**src/rtl/rob_cdb_arbiter_if.sv**
```systemverilog
// Completion-bus bundle: FU requests in, registered CDB entry out.
// master = FU/ROB side, slave = arbiter.
interface rob_cdb_arbiter_if #(
  parameter int NUM_FU = 4,
  parameter int TAG_W  = 5,
  parameter int DATA_W = 64
);
  localparam int SRC_W = $clog2(NUM_FU);

  logic [NUM_FU-1:0]        fu_valid;
  logic [NUM_FU-1:0]        fu_ready;
  logic [NUM_FU*TAG_W-1:0]  fu_tag;
  logic [NUM_FU*DATA_W-1:0] fu_data;
  logic [NUM_FU-1:0]        fu_exc;

  logic              cdb_valid;
  logic              cdb_ready;
  logic [TAG_W-1:0]  cdb_tag;
  logic [DATA_W-1:0] cdb_data;
  logic              cdb_exc;
  logic [SRC_W-1:0]  cdb_src;

  modport master (
    output fu_valid, fu_tag, fu_data, fu_exc,
    output cdb_ready,
    input  fu_ready,
    input  cdb_valid, cdb_tag, cdb_data,
    input  cdb_exc, cdb_src
  );

  modport slave (
    input  fu_valid, fu_tag, fu_data, fu_exc,
    input  cdb_ready,
    output fu_ready,
    output cdb_valid, cdb_tag, cdb_data,
    output cdb_exc, cdb_src
  );
endinterface

```
**src/rtl/rob_cdb_arbiter.sv**
```systemverilog
// Round-robin FU completion arbiter onto a registered CDB entry.
// ROB_CDB_PERF_EN adds stall/conflict performance counters.
module rob_cdb_arbiter #(
  parameter int NUM_FU = 4,
  parameter int TAG_W  = 5,
  parameter int DATA_W = 64
) (
  input  logic clk,
  input  logic rst,
  input  logic flush_i,
  rob_cdb_arbiter_if.slave bus
`ifdef ROB_CDB_PERF_EN
  ,
  output logic [31:0] perf_stall_cnt_o,
  output logic [31:0] perf_conflict_cnt_o
`endif
);
  localparam int SRC_W = $clog2(NUM_FU);

  typedef enum logic {EMPTY, FULL} state_e;

  state_e            state_q, state_d;
  logic [SRC_W-1:0]  rr_q, rr_d;
  logic [TAG_W-1:0]  tag_q, tag_d;
  logic [DATA_W-1:0] data_q, data_d;
  logic              exc_q, exc_d;
  logic [SRC_W-1:0]  src_q, src_d;

  logic              can_load;
  logic              req_hit;
  logic              gnt;
  logic [SRC_W-1:0]  gnt_idx;
  logic [NUM_FU-1:0] fu_ready_d;

  assign can_load = ~flush_i &
    ((state_q == EMPTY) | bus.cdb_ready);

  // Scan downward so the FU nearest rr_q wins.
  always_comb begin
    int idx;
    logic [SRC_W-1:0] sidx;
    req_hit = 1'b0;
    gnt_idx = '0;
    for (int k = NUM_FU - 1; k >= 0; k--) begin
      idx = int'(rr_q) + k;
      if (idx >= NUM_FU) idx = idx - NUM_FU;
      sidx = SRC_W'(idx);
      if (bus.fu_valid[sidx]) begin
        req_hit = 1'b1;
        gnt_idx = sidx;
      end
    end
    gnt = req_hit & can_load;
  end

  always_ff @(posedge clk or posedge rst) begin
    if (rst) begin
      state_q <= EMPTY;
      rr_q    <= '0;
      tag_q   <= '0;
      data_q  <= '0;
      exc_q   <= 1'b0;
      src_q   <= '0;
    end else begin
      state_q <= state_d;
      rr_q    <= rr_d;
      tag_q   <= tag_d;
      data_q  <= data_d;
      exc_q   <= exc_d;
      src_q   <= src_d;
    end
  end

  always_comb begin
    state_d = state_q;
    rr_d    = rr_q;
    tag_d   = tag_q;
    data_d  = data_q;
    exc_d   = exc_q;
    src_d   = src_q;
    if (flush_i) begin
      state_d = EMPTY;
    end else if (gnt) begin
      state_d = FULL;
      tag_d   = bus.fu_tag[int'(gnt_idx)*TAG_W +: TAG_W];
      data_d  = bus.fu_data[int'(gnt_idx)*DATA_W +: DATA_W];
      exc_d   = bus.fu_exc[gnt_idx];
      src_d   = gnt_idx;
      rr_d    = (gnt_idx == SRC_W'(NUM_FU - 1)) ?
                '0 : gnt_idx + 1'b1;
    end else if (state_q == FULL && bus.cdb_ready) begin
      state_d = EMPTY;
    end
  end

  always_comb begin
    fu_ready_d = '0;
    if (gnt && !rst) fu_ready_d[gnt_idx] = 1'b1;
  end

  assign bus.fu_ready  = fu_ready_d;
  assign bus.cdb_valid = (state_q == FULL);
  assign bus.cdb_tag   = tag_q;
  assign bus.cdb_data  = data_q;
  assign bus.cdb_exc   = exc_q;
  assign bus.cdb_src   = src_q;

`ifdef ROB_CDB_PERF_EN
  logic [31:0] stall_q, conf_q;
  logic        stall_ev, conf_ev;

  assign stall_ev = (|bus.fu_valid) & ~gnt;
  assign conf_ev  = ($countones(bus.fu_valid) >= 2);

  always_ff @(posedge clk or posedge rst) begin
    if (rst) begin
      stall_q <= '0;
      conf_q  <= '0;
    end else begin
      if (stall_ev && stall_q != 32'hFFFF_FFFF)
        stall_q <= stall_q + 32'd1;
      if (conf_ev && conf_q != 32'hFFFF_FFFF)
        conf_q <= conf_q + 32'd1;
    end
  end

  assign perf_stall_cnt_o    = stall_q;
  assign perf_conflict_cnt_o = conf_q;
`endif
endmodule

```
**src/flat_wrapper.sv**
```systemverilog
// flat-port wrapper written by rule: the top's interface ports become plain ports
module rob_cdb_arbiter_flat 
#(
  parameter int NUM_FU = 4,
  parameter int TAG_W  = 5,
  parameter int DATA_W = 64
)
  (clk, rst, flush_i, bus_fu_valid, bus_fu_tag, bus_fu_data, bus_fu_exc, bus_cdb_ready, bus_fu_ready, bus_cdb_valid, bus_cdb_tag, bus_cdb_data, bus_cdb_exc, bus_cdb_src);
  rob_cdb_arbiter_if #(.NUM_FU(NUM_FU), .TAG_W(TAG_W), .DATA_W(DATA_W)) bus_i ();
  input  logic clk;
  input  logic rst;
  input  logic flush_i;
  input wire logic [$bits(bus_i.fu_valid)-1:0] bus_fu_valid;
  input wire logic [$bits(bus_i.fu_tag)-1:0] bus_fu_tag;
  input wire logic [$bits(bus_i.fu_data)-1:0] bus_fu_data;
  input wire logic [$bits(bus_i.fu_exc)-1:0] bus_fu_exc;
  input wire logic [$bits(bus_i.cdb_ready)-1:0] bus_cdb_ready;
  output wire logic [$bits(bus_i.fu_ready)-1:0] bus_fu_ready;
  output wire logic [$bits(bus_i.cdb_valid)-1:0] bus_cdb_valid;
  output wire logic [$bits(bus_i.cdb_tag)-1:0] bus_cdb_tag;
  output wire logic [$bits(bus_i.cdb_data)-1:0] bus_cdb_data;
  output wire logic [$bits(bus_i.cdb_exc)-1:0] bus_cdb_exc;
  output wire logic [$bits(bus_i.cdb_src)-1:0] bus_cdb_src;
  assign bus_i.fu_valid = bus_fu_valid;
  assign bus_i.fu_tag = bus_fu_tag;
  assign bus_i.fu_data = bus_fu_data;
  assign bus_i.fu_exc = bus_fu_exc;
  assign bus_i.cdb_ready = bus_cdb_ready;
  assign bus_fu_ready = bus_i.fu_ready;
  assign bus_cdb_valid = bus_i.cdb_valid;
  assign bus_cdb_tag = bus_i.cdb_tag;
  assign bus_cdb_data = bus_i.cdb_data;
  assign bus_cdb_exc = bus_i.cdb_exc;
  assign bus_cdb_src = bus_i.cdb_src;
  rob_cdb_arbiter #(.NUM_FU(NUM_FU), .TAG_W(TAG_W), .DATA_W(DATA_W)) u_core (.clk(clk), .rst(rst), .flush_i(flush_i), .bus(bus_i));
endmodule
```
**config.mk**
```make
export PLATFORM = sky130hd
export DESIGN_NAME = rob_cdb_arbiter_flat
export DESIGN_NICKNAME = d
export VERILOG_FILES = /design/src/rtl/rob_cdb_arbiter_if.sv /design/src/rtl/rob_cdb_arbiter.sv /design/src/flat_wrapper.sv
export SDC_FILE = /design/constraint.sdc
export NUM_CORES = 1
export LEC_CHECK = 0
export CORE_MARGIN = 2
export CORE_UTILIZATION = 25
export DETAILED_ROUTE_END_ITERATION = 6
export GPL_ROUTABILITY_DRIVEN = 0
export SLEW_MARGIN = 15
export SYNTH_ARGS = -nofsm -noshare
export SYNTH_HDL_FRONTEND = slang
export SYNTH_SLANG_ARGS = --single-unit
```
**constraint.sdc**
```tcl
create_clock -name clk -period 2.7 [get_ports clk]
set_clock_uncertainty 0.05 [all_clocks]
set_input_delay 0.27 -clock clk [delete_from_list [all_inputs] [get_ports clk]]
set_output_delay 0.27 -clock clk [all_outputs]
set_load 0.01 [all_outputs]
```
==> out/qor.csv <==
stage,metric,value,unit
clocking,cts_setup_buffers,0,
timing,post-route-period-util,0.906,
clocking,cts_tree,built,
place,dp_hpwl,16700,µm
power,switching_share,0.365,
power,vdd_drop_max,0.590,mV
drt,wire_per_inst,20.2,µm
setup_path,r2r-start,u_core.rr_q[1],
final_layout,area_delta_synth_final,91.5,%
power,power_leakage,0.00371,µW
synth,ys_top_cells_by_area,"dfrtp_1, mux2i_1, a211oi_1",
timing,fmax,409,MHz
power,p_seq_frac,0.259,
final_layout,diodes,0,
synth,yosysTopAreaCellShare,0.391,
clocking,numCtsBuffers,9,
power,powerDensity,809,mW/mm²
synth,synth_top_area_cell,dfrtp_1,
setup_path,worstPathMaxFanout,4,
synth,synth_cells,488,
global_routing,track_usage,0.209,
floorplanning,dieArea,0.0203,mm²
floorplanning,core,0.0188,mm²
setup_path,worstPathCellList,clkdlybuf4s50_1 -> buf_4 -> inv_2 -> a221oi_4 -> or2_4 -> inv_4 -> ha_1 -> and3_1 -> dlygate4sd2_1,
timing,slew_headroom,0.533,
global_routing,grt_max_degree,54,
setup_path,cp_num_cells,9,
status,status,completed,
setup_path,critical_path_class,in2out,
drt,drc,0,
synth,synthArstFlopShare,1.00,
drt,drtAntennaViolNets,0,
clocking,cts_buffer_depth,2,
timing,grt_setup_unrepaired,false,
setup_path,max_stage_delay,0.53,ns
synth,synth_top_flop_cell,dfrtp_1,
setup_path,worstSetupEndpointType,primary output,
clocking,cts.clk_slew.worst_paths,0.06,ns
drt,wl,21900,µm
floorplanning,num_rows,50,
drt,dr.pass1.iters,4,
synth,netlist_area,0.00480,mm²
power,p_sw,2710,µW
global_routing,grt_pass1_vias,5792,
timing,finalHoldViolCount,0,
synth,ys_ff_latch,75,
floorplanning,start_util,0.256,
synth,ys_seq_area_frac,0.391,
synth,syn_area_per_cell,9.83,µm²
setup_path,cp.buffers_inverters,5,
timing,slew_viol_final,0,
floorplanning,fp.dieW,143,µm
setup_path,cp.arrival,2.13,ns
floorplanning,die_y,143,µm
global_routing,grt_pass1_wl,32900,µm
clocking,cts_max_level,3,
power,combPwrFrac,0.551,
setup_path,r2r_cells,7,
timing,period_minus_slack,2.45,ns
place,io_buffers,364,
clocking,hold_buffers,0,
power,p_total,7430,µW
timing,setup_viol,0,
synth,synth_edf_count,0,
floorplanning,num_io_pins,365,
setup_path,cp_slowest_cell,clkdlybuf4s50_1,
worst_hold_path,hp-class,in2async,
place,placed_cell_area,0.00883,mm²
final_layout,nNetsFinal,1133,
power,p_int,4720,µW
synth,yosysUniqueCellTypes,31,
setup_path,start_kind,input pin,
drt,via_count,5430,
synth,syn-num-nets,777,
final_layout,drive_gt1_frac,0.0636,
global_routing,overflow,0,
drt,first_iter_violations,274,
drt,routed_via_density,5.01,
clocking,cts-root-buf,clkbuf_16,
global_routing,grt_antenna_before_repair,0,
job,maxCapViolations,0,
power,power_frac_clock,0.189,
setup_path,r2r_slack,0.45,ns
clocking,clk-insertion-delay-late,0.34,ns
clocking,cts_num_sinks,75,
setup_path,crit_family,buffers and inverters,
timing,worst_pin_slew,0.694,ns
synth,yosysWarnings,0,
final_layout,finalInstanceArea,0.00918,mm²
setup_path,cp-startpoint,bus_fu_valid[1],
setup_path,cp.required,2.38,ns
[synthesized netlist by cell type (2+ instances only)]
cell and count:
nor2b_1 2, o21ai_1 2, buf_2 13, a211oi_1 96, a221oi_2 2, dfrtp_1 75
inv_1 3, nor4_1 4, mux2i_1 92, nor3_1 2, nand2_1 25, clkbuf_1 26
a21oi_1 3, buf_4 6, inv_2 2, buf_6 2, o221ai_1 22, nor3b_1 48
nor2_1 51
[metrics by stage]
step / util / TNS, ns / setup WS, ns / hold slack, ns / std cells
after floorplan: - / 0 / 0.0587 / 0.286 / 488
after global placement: 0.471 / 0 / 0.00739 / 0.421 / 1067
after detailed placement: 0.471 / -0.876 / -0.0826 / 0.428 / 1067
after CTS: 0.489 / 0 / 0.0513 / 0.333 / 1083
after global routing: 0.489 / 0 / 0.157 / 0.365 / 1083
final: 0.489 / 0 / 0.253 / 0.338 / 1083
[cell type report]
type / count / area [µm²]
inverters: 5 / 22.5
clock buffers: 12 / 246
multi-input cells: 360 / 2730
flip-flops and latches: 75 / 1880
repair buffers: 393 / 3920
fillers: 1752 / 9580
clock inverters: 4 / 97.6
well taps: 234 / 293
[power groups by stage]
stage,registers [µW],clock network (µW),logic [µW]
global placement,1920,0,4070
global route,1990,1500,4400
floorplan,2130,0,1830
detailed placement,1930,0,4140
finish,1930,1410,4100
CTS,1930,1450,4150
[worst paths after layout]
kind                                      endpoint
max reg2reg                u_core.bus.cdb_data[11]
min in group clk             u_core.bus.cdb_src[0]
min                        u_core.bus.cdb_data[51]
max                                bus_fu_ready[2]
min reg2reg                  u_core.bus.cdb_src[0]
max in group asynchronous   u_core.bus.cdb_data[7]
[kinds of logic after synthesis]
family / share of synthesized area
AOI/OAI and AO/OA: 0.208
and+or+nand+nor: 0.154
muxes: 0.192
DFF: 0.391
buffers and inverters: 0.0527
adders and majority gates: 0.00261
[placed cells by master (no fill, tap or decap), types with 2 or more instances in the layout]
cell type / count
dlygate4sd2_1: 3
nor3b_1: 48
bufinv_16: 3
a211oi_1: 96
clkbuf_1: 2
buf_4: 24
inv_1: 2
nor2_1: 50
o221ai_1: 22
clkdlybuf4s50_1: 360
o21ai_1: 2
mux2i_1: 92
a21oi_1: 3
nor4_1: 3
nand2_1: 25
nor2b_1: 2
a221oi_4: 2
buf_12: 5
clkbuf_16: 9
dfrtp_1: 75
[worst reg2reg max path, delay by kind of cell, from the launching register on]
family,cells,cell delay [ns]
and+or+nand+nor,1,0.29
muxes,1,0.32
DFF,1,0.42
buffers and inverters,2,0.65
AOI/OAI and AO/OA,3,0.39
[layer usage]
layer	global-route usage	share of wire
met5	0	0
met4	0.0646	0.024
met3	0.0451	0.057
met2	0.377	0.52
met1	0.248	0.40
[timing repair]
item,CTS,global route
gates resized for setup,5,2
pin swaps,1,0
endpoints found under the setup margin,4,1
[registers in the layout, indices dropped and copies added (netlist names)]
name / cells
u_core.bus.cdb_exc: 1
u_core.bus.cdb_src: 2
u_core.bus.cdb_valid: 1
u_core.rr_q: 2
u_core.bus.cdb_tag: 5
u_core.bus.cdb_data: 64
(Power assumes the default switching activity.)
